### src/rtl/if_id_stage.sv
// if_id_stage: fetch-to-decode pipeline register with a two-entry skid buffer.
//
// The stage takes instruction/PC pairs from fetch over a valid/ready handshake.
// It holds up to two of them in FIFO order: a head entry that drives the
// outputs and a skid entry. It also pre-decodes the head opcode into the offset
// select and raw 12-bit immediate consumed by sign_extender.
//
// Ports
//   clk, rst             rising-edge clock, asynchronous active-high reset
//   if_valid/if_ready    fetch handshake (if_ready is a flop output)
//   if_instr, if_pc      offered instruction word and its PC
//   id_ready             downstream consumes the head this cycle
//   flush                drop everything held (taken branch / jump)
//   id_valid             head entry is valid
//   id_instr, id_pc      head instruction word and its PC
//   offset_sel           sign_extender width select for the head instruction
//   imm_field            raw immediate for the head, upper bits zeroed
//   halted               a halt opcode was accepted and intake is stopped

package if_id_pkg;
  typedef enum logic [1:0] {
    NONE      = 2'd0,
    EIGHTBIT  = 2'd1,
    FOURBIT   = 2'd2,
    TWELVEBIT = 2'd3
  } sel_t;
endpackage

module if_id_stage
  import if_id_pkg::*;
#(
  parameter int          INSTR_W     = 16,
  parameter int          PC_W        = 16,
  parameter logic [3:0]  HALT_OPCODE = 4'hF
) (
  input  logic               clk,
  input  logic               rst,
  input  logic               if_valid,
  input  logic [INSTR_W-1:0] if_instr,
  input  logic [PC_W-1:0]    if_pc,
  output logic               if_ready,
  input  logic               id_ready,
  input  logic               flush,
  output logic               id_valid,
  output logic [INSTR_W-1:0] id_instr,
  output logic [PC_W-1:0]    id_pc,
  output sel_t               offset_sel,
  output logic [11:0]        imm_field,
  output logic               halted
);

  typedef enum logic [1:0] {EMPTY, ONE, TWO, HALT} state_t;

  state_t state, state_next;

  logic               head_valid, head_valid_next;
  logic [INSTR_W-1:0] head_instr, head_instr_next;
  logic [PC_W-1:0]    head_pc,    head_pc_next;
  logic               skid_valid, skid_valid_next;
  logic [INSTR_W-1:0] skid_instr, skid_instr_next;
  logic [PC_W-1:0]    skid_pc,    skid_pc_next;

  logic               if_ready_q;
  logic               halted_q;
  sel_t               sel_q, sel_next;
  logic [11:0]        imm_q, imm_next;

  logic accept, pop, is_halt;

  assign accept  = if_valid && if_ready_q;
  assign pop     = head_valid && id_ready;
  assign is_halt = (if_instr[INSTR_W-1 -: 4] == HALT_OPCODE);

  // Opcode decode table for the sign_extender interface. Bits above the
  // selected immediate width are forced to zero.
  function automatic void decode(input  logic [INSTR_W-1:0] w,
                                 output sel_t               sel,
                                 output logic [11:0]        imm);
    sel = NONE;
    imm = {4'h0, w[7:0]};
    casez (w[INSTR_W-1 -: 4])
      4'b0000: begin sel = NONE;      imm = 12'h000;          end
      4'b01??: begin sel = EIGHTBIT;  imm = {4'h0, w[7:0]};   end
      4'b10??: begin sel = FOURBIT;   imm = {8'h00, w[3:0]};  end
      4'b1100: begin sel = TWELVEBIT; imm = w[11:0];          end
      default: begin sel = NONE;      imm = {4'h0, w[7:0]};   end
    endcase
  endfunction

  // Intake control. Accepting a halt word enqueues it like any other word
  // but parks the FSM in HALT, which only a flush leaves; the held entries
  // keep draining while parked. TWO never sees an accept because if_ready
  // is low there.
  always_comb begin
    state_next = state;
    if (flush) begin
      state_next = EMPTY;
    end else begin
      case (state)
        EMPTY: if (accept) state_next = is_halt ? HALT : ONE;
        ONE: begin
          if (accept && is_halt)   state_next = HALT;
          else if (accept && !pop) state_next = TWO;
          else if (pop && !accept) state_next = EMPTY;
        end
        TWO:     if (pop) state_next = ONE;
        HALT:    state_next = HALT;
        default: state_next = EMPTY;
      endcase
    end
  end

  // Two-entry FIFO datapath. A pop promotes the skid word to the head, so
  // the skid word always issues after the head. A flush clears both entries
  // back to their reset contents, which ignores any same-cycle accept or pop.
  always_comb begin
    head_valid_next = head_valid;
    head_instr_next = head_instr;
    head_pc_next    = head_pc;
    skid_valid_next = skid_valid;
    skid_instr_next = skid_instr;
    skid_pc_next    = skid_pc;
    if (flush) begin
      head_valid_next = 1'b0;
      head_instr_next = '0;
      head_pc_next    = '0;
      skid_valid_next = 1'b0;
      skid_instr_next = '0;
      skid_pc_next    = '0;
    end else if (pop) begin
      if (skid_valid) begin
        head_instr_next = skid_instr;
        head_pc_next    = skid_pc;
        skid_valid_next = 1'b0;
      end else if (accept) begin
        head_instr_next = if_instr;
        head_pc_next    = if_pc;
      end else begin
        head_valid_next = 1'b0;
      end
    end else if (accept) begin
      if (head_valid) begin
        skid_valid_next = 1'b1;
        skid_instr_next = if_instr;
        skid_pc_next    = if_pc;
      end else begin
        head_valid_next = 1'b1;
        head_instr_next = if_instr;
        head_pc_next    = if_pc;
      end
    end
  end

  // The decode is computed from the word entering the head. Its result
  // therefore appears in the same cycle as that word.
  always_comb begin
    decode(head_instr_next, sel_next, imm_next);
  end

  // State, storage and registered outputs. The ready and halted outputs are
  // computed from the next state so that each one is a plain flop output.
  always_ff @(posedge clk or posedge rst) begin
    if (rst) begin
      state      <= EMPTY;
      head_valid <= 1'b0;
      head_instr <= '0;
      head_pc    <= '0;
      skid_valid <= 1'b0;
      skid_instr <= '0;
      skid_pc    <= '0;
      if_ready_q <= 1'b1;
      halted_q   <= 1'b0;
      sel_q      <= NONE;
      imm_q      <= 12'h000;
    end else begin
      state      <= state_next;
      head_valid <= head_valid_next;
      head_instr <= head_instr_next;
      head_pc    <= head_pc_next;
      skid_valid <= skid_valid_next;
      skid_instr <= skid_instr_next;
      skid_pc    <= skid_pc_next;
      if_ready_q <= (state_next == EMPTY) || (state_next == ONE);
      halted_q   <= (state_next == HALT);
      sel_q      <= sel_next;
      imm_q      <= imm_next;
    end
  end

  assign if_ready   = if_ready_q;
  assign halted     = halted_q;
  assign id_valid   = head_valid;
  assign id_instr   = head_instr;
  assign id_pc      = head_pc;
  assign offset_sel = sel_q;
  assign imm_field  = imm_q;

endmodule
### config.mk
export PLATFORM = sky130hd
export DESIGN_NAME = if_id_stage
export DESIGN_NICKNAME = d
export VERILOG_FILES = /design/src/rtl/if_id_stage.sv
export SDC_FILE = /design/constraint.sdc
export NUM_CORES = 1
export LEC_CHECK = 0
export ABC_AREA = 1
export BUFFER_PORTS_ARGS = -buffer_cell sky130_fd_sc_hd__buf_2
export CAP_MARGIN = 20
export CORE_MARGIN = 10
export CORE_UTILIZATION = 43
export DETAILED_ROUTE_END_ITERATION = 10
export GPL_TIMING_DRIVEN = 1
export PLACE_DENSITY_LB_ADDON = 0.12
export SYNTH_ARGS = -nofsm -noshare
export SYNTH_HDL_FRONTEND = slang
export SYNTH_SLANG_ARGS = --single-unit
### constraint.sdc
create_clock -name clk -period 3.6 [get_ports clk]
set_clock_uncertainty 0.1 [all_clocks]
set_input_delay 0.54 -clock clk [delete_from_list [all_inputs] [get_ports clk]]
set_output_delay 0.54 -clock clk [all_outputs]
set_load 0.005 [all_outputs]
==> results of run 1 <==
layer usage:
metal,up-vias,global-route usage
met2,86,0.235
li1,1797,-
met5,-,0
met3,9,0.0413
met4,0,0.0445
met1,1662,0.192
flip-flops by register name, summed over array words and instances (netlist names):
name and count:
skid_instr 16, imm_field 12, skid_pc 16, state 2, id_valid 1, id_instr 16, offset_sel 2, skid_valid 1
id_pc 16, if_ready 1, halted 1
final timing paths:
check	endpoint	slack [ps]	depth (start not counted)
setup / recovery	skid_instr[12]	1040	6
hold / removal	imm_field[10]	240	2
setup reg to reg	skid_instr[12]	1040	6
hold reg to reg	skid_instr[11]	410	2
max in group asynchronous	if_ready	2330	3
min in group clk	skid_pc[0]	340	3
worst max-delay path: stages, from the launching register on:
cell and delay, ps:
sky130_fd_sc_hd__dfstp_2 590, sky130_fd_sc_hd__nand2_4 130, sky130_fd_sc_hd__inv_4 290, sky130_fd_sc_hd__nand3_2 410, sky130_fd_sc_hd__inv_2 560, sky130_fd_sc_hd__nand2_1 190, sky130_fd_sc_hd__o21ai_0 190
cell families (layout without fill, tap and decap cells):
logic type,Yosys count,count (layout),synth area share
AOI/OAI and AO/OA,112,112,0.171
buffers and inverters,112,186,0.114
DFF,84,84,0.489
and+or+nand+nor,209,209,0.226
layout make-up:
cell class / count / area (um2)
fill: 998 / 4830
tap: 133 / 166
inverter: 82 / 312
multi-input combinational: 321 / 1710
sequential: 84 / 2100
clock inverter: 2 / 37.5
timing repair buffer: 91 / 470
clock buffer: 11 / 141
through the flow:
step / hold WS [ps] / setup slack, ps / total power [W] / cells / utilization
after floorplan: 375 / 797 / 0.00137 / 517 / -
after global placement: 391 / 1040 / 0.00150 / 711 / 0.487
after global routing: 327 / 798 / 0.00227 / 724 / 0.505
after detailed placement: 395 / 939 / 0.00151 / 711 / 0.487
final: 239 / 1040 / 0.00214 / 724 / 0.505
after CTS: 300 / 1030 / 0.00217 / 724 / 0.505
synth_stat cells, drive strengths merged:
| library cell | instances | area (um2) |
|---|---|---|
| dfstp | 1 | 26.3 |
| a21boi | 12 | 90.1 |
| clkbuf | 6 | 23.8 |
| a221oi | 1 | 8.76 |
| nor3 | 3 | 20.0 |
| nand2 | 104 | 428 |
| o22ai | 16 | 163 |
| o211ai | 13 | 97.6 |
| buf | 24 | 159 |
| a21oi | 19 | 106 |
| inv | 82 | 310 |
| a211oi | 1 | 7.51 |
| dfrtp | 83 | 2080 |
| nor2 | 45 | 215 |
| nand3 | 57 | 308 |
| o21ai | 50 | 265 |
placed cells by master (no fill, tap or decap), types with 4 or more instances in the layout:
| master | synthesis | layout |
|---|---|---|
| sky130_fd_sc_hd__dfrtp_1 | 83 | 83 |
| sky130_fd_sc_hd__nor2_1 | 36 | 36 |
| sky130_fd_sc_hd__inv_1 | 77 | 75 |
| sky130_fd_sc_hd__o21ai_1 | 6 | 6 |
| sky130_fd_sc_hd__buf_4 | 6 | 6 |
| sky130_fd_sc_hd__o21ai_2 | 4 | 4 |
| sky130_fd_sc_hd__inv_2 | 4 | 4 |
| sky130_fd_sc_hd__o21ai_0 | 40 | 40 |
| sky130_fd_sc_hd__nand2_2 | 9 | 9 |
| sky130_fd_sc_hd__nor2_2 | 6 | 6 |
| sky130_fd_sc_hd__buf_2 | 13 | 85 |
| sky130_fd_sc_hd__a21boi_1 | 10 | 10 |
| sky130_fd_sc_hd__nand3_1 | 54 | 54 |
| sky130_fd_sc_hd__o211ai_1 | 13 | 13 |
| sky130_fd_sc_hd__o22ai_1 | 6 | 6 |
| sky130_fd_sc_hd__nand2_1 | 93 | 93 |
| sky130_fd_sc_hd__clkbuf_8 | 0 | 10 |
| sky130_fd_sc_hd__o22ai_2 | 10 | 10 |
| sky130_fd_sc_hd__a21oi_1 | 18 | 18 |
power by group through the flow:
stage / Combinational, W / Sequential, W / Clock, W
after CTS: 0.000445 / 0.00105 / 0.000668
after global routing: 0.000496 / 0.00106 / 0.000714
after detailed placement: 0.000443 / 0.00107 / 0
final: 0.000434 / 0.00105 / 0.000654
after floorplan: 0.000299 / 0.00107 / 0
after global placement: 0.000437 / 0.00107 / 0
==> impl_results.md, run 1 <==
* Distinct cell type count after synthesis at 35
* Full die area at 14400 um2
* Pin count of the biggest net entering global routing at 55
* Die outline height at 120 um
* Summed negative setup slack over all endpoints at 0 ps
* Syn Nets at 554
* Placed standard-cell area at 4760 um2
* Max-slew violation total from the final report at 0
* Outcome: complete, no violations
* Initial core utilization at 0.440
* Nets at 626
* Vias per std cell at 4.91
* Fraction of layout cells with a size suffix above 1 at 0.252
* Master cell of the clock root buffer: sky130_fd_sc_hd__clkbuf_8
* Antenna cells at 0
* WL final at 10700 um
* Number of cells produced by synthesis at 517
* Die Span X at 120 um
* Crit path max fanout at 31
* Antenna viol nets, final at 0
* Total setup buffers inserted after CTS at 0
* Critical path startpoint category: register
* Post-synthesis sequential area ratio at 0.489
* Number of antenna violations at the first check in global routing at 0
* Placeable Area at 9770 um2
* Final-report setup violation count at 0
* Path category of the worst min-delay check: in2async
* Flip-flop and latch count after synthesis at 84
* Clk sinks at 84
* Logic pwr share at 0.203
* Vias in the first global route at 3578
* Worst VDD drop at 0.183 mV
* Final design area excluding fillers at 4940 um2
* Met1 Routed Length at 5010 um
* Yosys warnings at 0
* All-Layer GR Usage at 0.148
* Clock network fraction of total power at 0.306
* Detailed Place HPWL at 7490 um
* Switching share of power at 0.298
* DRC errors left at 0
* Part of the cycle the worst path needs at 0.711
* Worst setup path startpoint: if_ready
* Top Metal Used: met4
* Gr ovfl total at 0
* Post-synthesis average cell area at 8.33 um2
* Clock slew seen by the registers of the worst setup and hold paths at 80 ps
* Fmax at 391 MHz
* PwrDens at 433 nW/um2
* Post-cts repair resize count at 0
* Worst-skew pair later-pin latency at 350 ps
* Number of input and output port buffers inserted at 85
* I/O pin cnt at 86
* Worst EP arrival at 2720 ps
* CP endpoint kind: register
* Setup repair after global routing missed its margin: false
* First-pass GRT wire length at 17800 um
* Max-Slew Margin vs Limit at 0.373
* Number of hold violations in the final report at 0
* Number of hold buffers added after cts at 0
* Routed len/inst at 14.7 um
* H-tree Lvls at 3
* Number of vias after detailed routing at 3554
* Wire length on met2 at 4900 um
* Initial DRT Pass Iterations at 5
* Routability Congestion at 0.757
* Shortest period the worst path allows at 2560 ps
* Cell-internal power at 0.00150 W
* Sequential share of power at 0.491
* Inserted Clock Buffers at 9
* Leakage component of the power at 2.60 nW
* Required time reported for the critical path endpoint at 3760 ps
* Clock tree from TritonCTS: yes
* Syn Std Cell Area at 4310 um2
* Number of buffers between clock root and the deepest sink at 2
* Met3 Wirelength at 669 um
* FP Rows at 36
* RR Startpoint: if_ready
* Tightest Pin Transition at 940 ps
* Net switching power of the design at 0.000638 W
* Kind of critical path: reg2reg
* Initial drt markers at 235
* Max Cap Violations at 0
* Layout Area Growth over Synthesis at 14.7%
(Power assumes the default switching activity.)
==> inputs of run 2 (changes only) <==
clock period = 2.2 ns   (was 3.6 ns; I/O delays follow)
==> run 2 against run 1 <==
Against the previous run: the run now ends with negative hold slack left; sequential share of layout area fell by 0.81 points; first-iteration DRC count fell by 0.43%; highest routed layer unchanged; largest power group unchanged; global-route usage rose by 0.43 points; critical endpoint is now imm_field[1]; critical path depth rose by 3.
==> impl_results.md, run 2 (synthesis gave the netlist of run 1 again) <==
* Outcome: complete, but fails checks
* Violations in the final reports: negative hold slack
* Required time reported for the critical path endpoint at 2370 ps (-1390 ps)
* Antenna viol nets, final at 0 (unchanged)
* Inserted Clock Buffers at 9 (unchanged)
* Area occupied by multi-input gates at 1710 um2 (unchanged)
* All-Layer GR Usage at 0.152 (+0.00432)
* Kind of critical path: reg2reg
* Die outline height at 120 um (unchanged)
* Reg2reg path depth at 9 (+3)
* FP Rows at 36 (unchanged)
* Fmax at 543 MHz (+39%)
* Worst setup path startpoint: if_ready
* Crit path max fanout at 25 (-19%)
* Antenna cells at 0 (unchanged)
* WL final at 10700 um (+0.49%)
* Part of the cycle the worst path needs at 0.837 (+0.126)
* Total setup buffers inserted after CTS at 0 (unchanged)
* Max-Slew Margin vs Limit at 0.679 (+0.306)
* Max-slew violation total from the final report at 0 (unchanged)
* Final-report setup violation count at 0 (unchanged)
* Number of hold violations in the final report at 25 (+25)
* Most frequent standard cell in the layout excluding fill and tap cells: sky130_fd_sc_hd__nand2_1
* Number of buffers between clock root and the deepest sink at 2 (unchanged)
* Critical path endpoint: imm_field[1]
* Max Cap Violations at 0 (unchanged)
* Non-filler cells in the finished layout at 737 (+1.8%)
* Worst-skew pair later-pin latency at 340 ps (about the same)
* DP Worst Slack at 352 ps (-587 ps)
* Shortest period the worst path allows at 1840 ps (-717 ps)
* Post-cts repair resize count at 0 (unchanged)
* DRC errors left at 0 (unchanged)
* Routability Congestion at 0.807 (+6.6%)
* Reg-to-reg endpoint: imm_field[1]
* Clock slew seen by the registers of the worst setup and hold paths at 90 ps (about the same)
* Layout Area Growth over Synthesis at 17.0%
* RR Startpoint: if_ready
* Post-route core utilization at 0.515 (+0.00986)
* Flip-flop and latch area at 2100 um2 (unchanged)
* Initial DRT Pass Iterations at 4 (-1)
* Setup repair after global routing missed its margin: false
* H-tree Lvls at 3 (unchanged)
* Leakage component of the power at 2.65 nW (+2.0%)
* Worst VDD drop at 0.295 mV (+61%)
* Number of vias after detailed routing at 3627 (+2.1%)
* Nets at 636 (+1.6%)
* CP endpoint kind: register
* Most used cells in the layout excluding fill and tap cells: sky130_fd_sc_hd__nand2_1 (93), sky130_fd_sc_hd__buf_2 (85), sky130_fd_sc_hd__dfrtp_1 (83)
* Pin count of the biggest net entering global routing at 85 (+55%)
* Clk sinks at 84 (unchanged)
* Master cell of the clock root buffer: sky130_fd_sc_hd__clkbuf_8
* Worst hold slack at -36.5 ps (-275 ps)
* Fraction of layout cells with a size suffix above 1 at 0.265 (+0.0128)
* Initial drt markers at 234 (-0.43%)
* I/O pin cnt at 86 (unchanged)
* PwrDens at 699 nW/um2 (+61%)
* Final critical-path setup slack at 358 ps (-683 ps)
* Summed negative setup slack over all endpoints at 0 ps (unchanged)
* Path category of the worst min-delay check: in2async
* Critical path startpoint category: register
* Number of antenna violations at the first check in global routing at 0 (unchanged)
* Tightest Pin Transition at 481 ps (-459 ps)
* Vias in the first global route at 3726 (+4.1%)
* Placeable Area at 9770 um2 (unchanged)
* Worst EP arrival at 2010 ps (-710 ps)
* Number of fill cells at 986 (-1.2%)
* Routed len/inst at 14.6 um (-1.3%)
* Dpl cells at 721 (+1.4%)
* Number of input and output port buffers inserted at 85 (unchanged)
* First-pass GRT wire length at 18300 um (+2.6%)
* Flop-to-flop setup slack at 360 ps (-680 ps)
* Die Span X at 120 um (unchanged)
* Gr ovfl total at 0 (unchanged)
* Initial core utilization at 0.440 (unchanged)
* Number of hold buffers added after cts at 0 (unchanged)
* Clock tree from TritonCTS: yes
* Vias per std cell at 4.92 (+0.25%)
* Detailed Place HPWL at 7520 um (+0.31%)
* Full die area at 14400 um2 (unchanged)
-- run 2: power by group --
| group | internal [W] | switching [W] | leakage (nW) |
|---|---|---|---|
| clock network | 0.000525 | 0.000539 | 0.0866 |
| logic | 0.000278 | 0.000461 | 1.43 |
| registers | 0.00166 | 0.0000586 | 1.13 |
-- run 2: layer usage --
layer	vias to the layer above	share of wire	track usage
li1	1820	-	-
met1	1715	0.46	0.190
met2	83	0.47	0.253
met3	9	0.062	0.0384
met4	0	0.0099	0.0505
met5	-	0	0
-- run 2: worst min-delay path by stage --
stage | start | to | slack (ps) | cells past startpoint
final | rst | id_pc[11] | -40 | 3
after global routing | rst | id_pc[11] | 20 | 3
after CTS | rst | id_pc[11] | 8 | 3
after detailed placement | rst | id_pc[11] | 380 | 3
after global placement | rst | id_pc[12] | 390 | 3
after floorplan | if_instr[10] | skid_instr[10] | 370 | 2
-- run 2: cell type report --
class | instances | area share
inverters | 82 | 0.0624
multi-input cells | 321 | 0.339
clock buffers | 12 | 0.0268
flip-flops and latches | 84 | 0.418
well taps | 133 | 0.0330
repair buffers | 101 | 0.111
clock inverters | 4 | 0.00994
-- run 2: worst max-delay path: stages, from the launching register on --
cell	delay, ps
sky130_fd_sc_hd__dfstp_2	590
sky130_fd_sc_hd__nand2_4	130
sky130_fd_sc_hd__inv_4	110
sky130_fd_sc_hd__buf_4	300
sky130_fd_sc_hd__nand2_2	80
sky130_fd_sc_hd__o21ai_2	60
sky130_fd_sc_hd__a21boi_1	70
sky130_fd_sc_hd__nor2_1	110
sky130_fd_sc_hd__nand2_1	100
sky130_fd_sc_hd__nor2_1	110
-- run 2: metrics by stage --
| stage | power (W) | area [um2] |
|---|---|---|
| after CTS | 0.00358 | 5040 |
| final | 0.00352 | 5040 |
| after detailed placement | 0.00250 | 4850 |
| after global routing | 0.00373 | 5040 |
| after floorplan | 0.00224 | 4310 |
| after global placement | 0.00249 | 4850 |
